<file path="config.mk">
export PLATFORM = sky130hd
export DESIGN_NAME = pc_fetch
export DESIGN_NICKNAME = d
export VERILOG_FILES = /design/src/rtl/riscv_pkg.sv /design/src/rtl/pc_fetch.sv
export SDC_FILE = /design/constraint.sdc
export NUM_CORES = 1
export LEC_CHECK = 0
export ABC_CLOCK_PERIOD_IN_PS = 3280
export BUFFER_PORTS_ARGS = -buffer_cell sky130_fd_sc_hd__clkbuf_2
export CAP_MARGIN = 20
export CORE_MARGIN = 2
export CORE_UTILIZATION = 52
export DETAILED_ROUTE_END_ITERATION = 8
export GPL_TIMING_DRIVEN = 0
export PLACE_DENSITY_LB_ADDON = 0.05
export SYNTH_ARGS = -nofsm -noshare
export SYNTH_HDL_FRONTEND = slang
export SYNTH_SLANG_ARGS = --single-unit
export TNS_END_PERCENT = 20
</file>
<file path="constraint.sdc">
create_clock -name clk -period 3.28 [get_ports clk]
set_input_delay 0.984 -clock clk [delete_from_list [all_inputs] [get_ports clk]]
set_output_delay 0.984 -clock clk [all_outputs]
set_load 0.1 [all_outputs]
</file>
<file path="src/rtl/riscv_pkg.sv">
// riscv_pkg: shared fetch-stage defaults and the fetch FSM state encoding
package riscv_pkg;

    localparam int          XLEN         = 32;
    localparam logic [31:0] RESET_PC_DEF = 32'h0000_0000;
    localparam logic [31:0] TRAP_VEC_DEF = 32'h0000_0100;

    typedef enum logic [1:0] {
        BOOT = 2'd0,
        REQ  = 2'd1,
        RESP = 2'd2,
        HOLD = 2'd3
    } state_t;

endpackage

</file>
<file path="src/rtl/pc_fetch.sv">
// pc_fetch: fetch-stage PC sequencer with memory handshake, stall, redirect and optional misalign trap
//   Build option MISALIGN_TRAP_EN: misaligned redirect targets trap to TRAP_VEC and pulse misalign_err;
//   otherwise redirect targets are word-aligned and misalign_err is held 0.
//   Ports: clk, rst (sync, active-high); pc out to the external PC+4 adder, pc_plus_4 back from it;
//   stall freezes PC advance; redirect_valid/redirect_target request a jump;
//   imem_req_valid/imem_req_ready/imem_req_addr form the fetch request channel;
//   imem_rsp_valid marks the returned instruction; instr_valid flags it live; misalign_err pulses on trap.
module pc_fetch
    import riscv_pkg::*;
#(
    parameter int               WIDTH    = XLEN,
    parameter logic [WIDTH-1:0] RESET_PC = WIDTH'(RESET_PC_DEF),
    parameter logic [WIDTH-1:0] TRAP_VEC = WIDTH'(TRAP_VEC_DEF)
) (
    input  logic             clk,
    input  logic             rst,
    output logic [WIDTH-1:0] pc,
    input  logic [WIDTH-1:0] pc_plus_4,
    input  logic             stall,
    input  logic             redirect_valid,
    input  logic [WIDTH-1:0] redirect_target,
    output logic             imem_req_valid,
    input  logic             imem_req_ready,
    output logic [WIDTH-1:0] imem_req_addr,
    input  logic             imem_rsp_valid,
    output logic             instr_valid,
    output logic             misalign_err
);

    state_t           state;
    logic             pend_valid;
    logic [WIDTH-1:0] pend_tgt;
    logic [WIDTH-1:0] raw_tgt;
    logic [WIDTH-1:0] fix_tgt;
    logic [WIDTH-1:0] next_pc;
    logic             redir;
    logic             use_tgt;
    logic             bad;
    logic             rsp_hit;
    logic             advance;

    // A live redirect in the update cycle beats the pending one (last wins).
    assign redir   = redirect_valid && state != BOOT;
    assign raw_tgt = redirect_valid ? redirect_target : pend_tgt;
    assign use_tgt = redir || pend_valid;

`ifdef MISALIGN_TRAP_EN
    assign bad     = raw_tgt[1:0] != 2'b00;
    assign fix_tgt = raw_tgt;
`else
    assign bad     = 1'b0;
    assign fix_tgt = raw_tgt & ~WIDTH'(3);
`endif

    assign next_pc       = !use_tgt ? pc_plus_4 : bad ? TRAP_VEC : fix_tgt;
    assign rsp_hit       = state == RESP && imem_rsp_valid;
    assign advance       = !stall && (rsp_hit || state == HOLD);
    // Any redirect seen since this fetch was issued makes its response dead.
    assign instr_valid   = rsp_hit && !use_tgt;
    assign imem_req_addr = pc;

    always_ff @(posedge clk) begin
        if (rst) begin
            state          <= BOOT;
            pc             <= RESET_PC;
            imem_req_valid <= 1'b0;
            pend_valid     <= 1'b0;
            pend_tgt       <= '0;
        end else begin
            if (advance) begin
                pc         <= next_pc;
                pend_valid <= 1'b0;
            end else if (redir) begin
                pend_valid <= 1'b1;
                pend_tgt   <= redirect_target;
            end
            case (state)
                BOOT: begin
                    state          <= REQ;
                    imem_req_valid <= 1'b1;
                end
                REQ: if (imem_req_ready) begin
                    state          <= RESP;
                    imem_req_valid <= 1'b0;
                end
                RESP: if (imem_rsp_valid) begin
                    state          <= stall ? HOLD : REQ;
                    imem_req_valid <= !stall;
                end
                default: if (!stall) begin
                    state          <= REQ;
                    imem_req_valid <= 1'b1;
                end
            endcase
        end
    end

`ifdef MISALIGN_TRAP_EN
    always_ff @(posedge clk) begin
        if (rst)
            misalign_err <= 1'b0;
        else
            misalign_err <= advance && use_tgt && bad;
    end
`else
    assign misalign_err = 1'b0;
`endif

endmodule

</file>
# After elaboration in Yosys (flattened, before gate mapping)
# Index checks and enable logic that the tools add are counted.
# word_totals
regBits	68
input_bits	70
output_inout_bits	67
word_cells	36
# classes
n_eq_ne	6
mux	11
bitwise_logic	1
reduce_logical	13
# ops
op	n
32-bit 2-to-1 mux	2
2-bit 2-to-1 mux	4
2-bit one-hot mux with 3 select lines	1
2-bit == test (second input constant)	2
1-bit logical AND	4
2-bit != test (second input constant)	2
4-bit by 1-bit != test with 1-bit output (second input constant)	1
1-bit 2-to-1 mux	3
1-bit one-hot mux with 3 select lines	1
3-bit AND reduction	1
2-bit by 1-bit == test with 1-bit output (second input constant)	1
1-bit zero test	2
2-bit zero test	1
1-bit logical OR	2
2-bit AND reduction	1
2-bit nonzero test	1
2-bit OR reduction	1
1-bit inverter	1

# Longest topological paths before layout
# depth
depth_word	6
ltp_mapped	7
depth_no_buf	6

# Worst setup path after synthesis
# Ideal clock, no wire load.
# synth_path
path_type	input to output
startpoint	input redirect_valid
endpoint	output instr_valid
t_arrival_ns	2.299
required_time_ns	2.296
slack_ns	-0.003
stages	4
n_path_buf	1
path_cell_list	and2b_4 -> nor2_8 -> buf_4 -> and3_1
# synth_via
elab_chain_cells	4
# synth_lines
element	line	text
start: declaration	pc_fetch.sv:20	input logic redirect_valid,
1-bit logical AND	pc_fetch.sv:43	assign redir = redirect_valid && state != BOOT;
1-bit logical OR	pc_fetch.sv:45	assign use_tgt = redir || pend_valid;
1-bit zero test	pc_fetch.sv:59	assign instr_valid = rsp_hit && !use_tgt;
1-bit logical AND	pc_fetch.sv:59	
end: declaration	pc_fetch.sv:26	output logic instr_valid,
# Every way passes these cells.

# Final worst setup path
# Same ends and word-level chain as after synthesis.

==> metrics.md <==
| Metric | Value |
|---|---|
| Outcome | complete, no violations |
| Vias per cell | 5.00 |
| Min Clock Period, post-route | 3.20 ns |
| Worst Setup End Kind | output port |
| Drt first pass iters | 4 |
| Flop2flop setup slack | 1.45 ns |
| Cts bufs inserted | 9 |
| Startpoint types | primary input |
| Crit path to | instr_valid |
| Adder-cell area share of the yosys netlist | 0.0231 |
| Synth top area share | 0.406 |
| Detail Route Antenna Nets | 0 |
| Via count | 2,798 |
| Post-Synthesis Cells | 337 |
| Critical path origin | redirect_valid |
| Simple-gate area share of the yosys netlist | 0.0981 |
| Most area-consuming cells after synthesis | dfxtp_1 (41%), mux2_2 (10%), mux2i_1 (9.8%) |
| Vias in the first global route | 2,733 |
| H-tree depth | 3 |
| Routed Wire Length | 7.27 mm |
| Synth Area in Compound Gates | 0.151 |
| Fmax | 0.312 GHz |
| Hold slack final | 0.455 ns |
| Reg2reg start | state[0] |
| Main combinational cell family by area after synthesis | multiplexers |
| Overall power | 2.66 mW |
| I/O pin cnt | 137 |
| Final hold vios | 0 |
| Worst path cell trace | clkbuf_2 > and2b_4 > nor2_8 > buf_4 > and3_2 > clkbuf_4 |
| Syn Nets | 413 |
| Crit-path max FO | 10 |
| Clock Pin Slew Worst Setup and Hold Paths | 0.07 ns |
| DRC | 0 |
| GRT Overall Usage | 0.218 |
| CP max stage cell | clkbuf_4 |
| Cell family with most CP delay | buffers and inverters |
| Peak supply drop | 342 µV |
| Die area | 0.00690 mm² |
| FF-to-FF End | imem_req_addr[3] |
| Die width | 83.1 µm |
| # rows | 28 |
| Clock Sinks | 66 |
| Synth cell types | 29 |
| WP data arrival | 2.22 ns |
| Grt met3 use | 0.0646 |
| Register area share after synthesis | 0.406 |
| Initial Util | 0.543 |
| Worst Reg-to-Reg Cells | 7 |
| Core area | 0.00599 mm² |
| First-pass GRT wire length | 12.4 mm |
| WP depth | 6 |
| Initial antenna violation count | 0 |
| First DRT Iteration DRCs | 64 |
| Final setup violation count | 0 |
| Kind of critical path | primary input to output port |
| Wire per inst | 13.0 µm |
| Synth Area in XOR/XNOR | 0 |
| Global routing met1 resource utilization | 0.270 |
| Fin. max-slew vios | 0 |
| Setup TNS | 0 ns |
| Fillers | 499 |
| Area delta synth->final | 30.5% |
| Post-DP HPWL | 5.51 mm |
| Global route total overflow | 0 |
| GPL Wtd Cong | 0.777 |
| Power Dens Cells | 627 mW/mm² |
| Max-cap violations | 0 |
| Final setup skew | 0.00762 ns |
| Largest net degree at the start of global routing | 12 |
| RSZ-0062 raised after global routing | false |
| Post-CTS Setup Bufs | 0 |
| Worst Path Required | 2.30 ns |
| Die Ht | 83.1 µm |
| Worst-Margin Slew | 0.545 ns |
| Async SR Flop Fraction | 0 |
| IO Port Bufs | 132 |
| CTS Buffer Depth | 2 |
| Grt met2 use | 0.364 |
| Clock Latency Late Sink | 0.34 ns |
| Area leader, netlist | dfxtp_1 |
| CTS tree | built |
| Leak Pwr | 2.12 nW |
| Post-synthesis area per instance | 9.65 µm² |
| Mux contribution to synthesized area | 0.202 |
| Yosys warning count | 0 |
| Post-synth EDFFs | 0 |
| Root buffer cell | clkbuf_8 |
| Cell with the most instances after synthesis | dfxtp_1 |
| Gr busiest metal | met2 |
| Most used DFF post-synth | dfxtp_1 |
| Synth Register Bits | 66 |
| Nets | 556 |
| Hold Path Class | flip-flop to flip-flop |
| Crit-path max cell delay | 0.32 ns |
| Bufs and invs on worst path | 3 |
| Final Cycle Share | 0.976 |
| Post-Syn Area | 0.00325 mm² |
| # diodes | 0 |
| Max_slew headroom | 0.638 |
| Post-synth top cells | dfxtp_1 (66), nand2_1 (60), buf_4 (34) |
| Layout cells sized above 1 | 0.485 |
[layout by cell type, fill, tap and decap left out, drive strengths merged]
| cell type | count |
|---|---|
| a211oi | 1 |
| a21oi | 32 |
| a221oi | 2 |
| a32o | 2 |
| and2b | 1 |
| and3 | 1 |
| buf | 52 |
| bufinv | 3 |
| clkbuf | 145 |
| clkinv | 3 |
| conb | 1 |
| dfxtp | 66 |
| ha | 6 |
| inv | 4 |
| mux2 | 30 |
| mux2i | 32 |
| nand2 | 60 |
| nor2 | 6 |
| nor2b | 1 |
| nor3 | 3 |
| nor4b | 1 |
| o21a | 1 |
| o21ai | 1 |
| o2bb2ai | 30 |
| or3 | 1 |
[logic make-up (layout without fill, tap and decap cells)]
| family | after synthesis | after routing |
|---|---|---|
| compound gates | 69 | 69 |
| fa+ha+maj | 6 | 6 |
| simple gates | 74 | 74 |
| other cells | 1 | 1 |
| mux | 62 | 62 |
| buf+inv | 59 | 207 |
| flops | 66 | 66 |
[per-stage QoR]
stage	std cells	area (µm²)	worst slack, ns	util
2_1_floorplan	337	3250	0.280	-
3_3_place_gp	544	4010	-0.0545	0.669
3_5_place_dp	544	4010	-0.0608	0.669
4_1_cts	560	4240	0.0672	0.708
5_1_grt	560	4240	0.0304	0.708
6_report	560	4240	0.0774	0.708
[state kept, by name (all words and copies together), names as in the netlist]
signal / count
imem_req_valid: 1
state: 2
imem_req_addr: 32
pend_valid: 1
pend_tgt: 30
[what timing repair did]
item / 4_1_cts / 5_1_grt
hold buffers: 0 / 0
setup endpoints to repair: 1 / 0
resized for setup: 1 / 0
[where the power goes]
group | switching, mW | total [mW] | internal, mW
registers | 0.0498 | 0.931 | 0.881
clock network | 0.302 | 0.804 | 0.501
logic | 0.597 | 0.926 | 0.330
total | 0.949 | 2.66 | 1.71
[worst min-delay path by stage]
stage / endpoint / slack [ns] / start / cells past startpoint
2_1_floorplan: pend_tgt[10] / 0.43 / pend_tgt[10] / 2
3_3_place_gp: pend_tgt[6] / 0.44 / pend_tgt[6] / 2
3_5_place_dp: pend_tgt[6] / 0.45 / pend_tgt[6] / 2
4_1_cts: pend_tgt[6] / 0.46 / pend_tgt[6] / 2
5_1_grt: pend_tgt[11] / 0.48 / pend_tgt[11] / 2
6_report: pend_tgt[27] / 0.45 / pend_tgt[27] / 2
[area by class of cell]
class,instances,area [µm²],area share
plain buffers,55,369,0.0870
clock buffers,10,128,0.0301
clock inverters,6,105,0.0248
inverters,4,15.0,0.00354
multi-input cells,212,1550,0.365
flip-flops and latches,66,1320,0.311
well taps,75,93.8,0.0221
repair buffers,132,663,0.156
[layer usage]
metal  routed length (µm)  part of all wire  vias up
li1                     -                 -     1432
met1                 3310              0.46     1268
met5                    0                 0        -
met4                   72            0.0099        0
met3                  510             0.070        7
met2                 3370              0.46       91
[tightest hold or removal path, cell delays in order, from the launching register on]
cell and delay [ns]:
dfxtp_1 0.31, nand2_1 0.05, a21oi_1 0.05
Note: power is estimated with default switching activity, not from simulation.
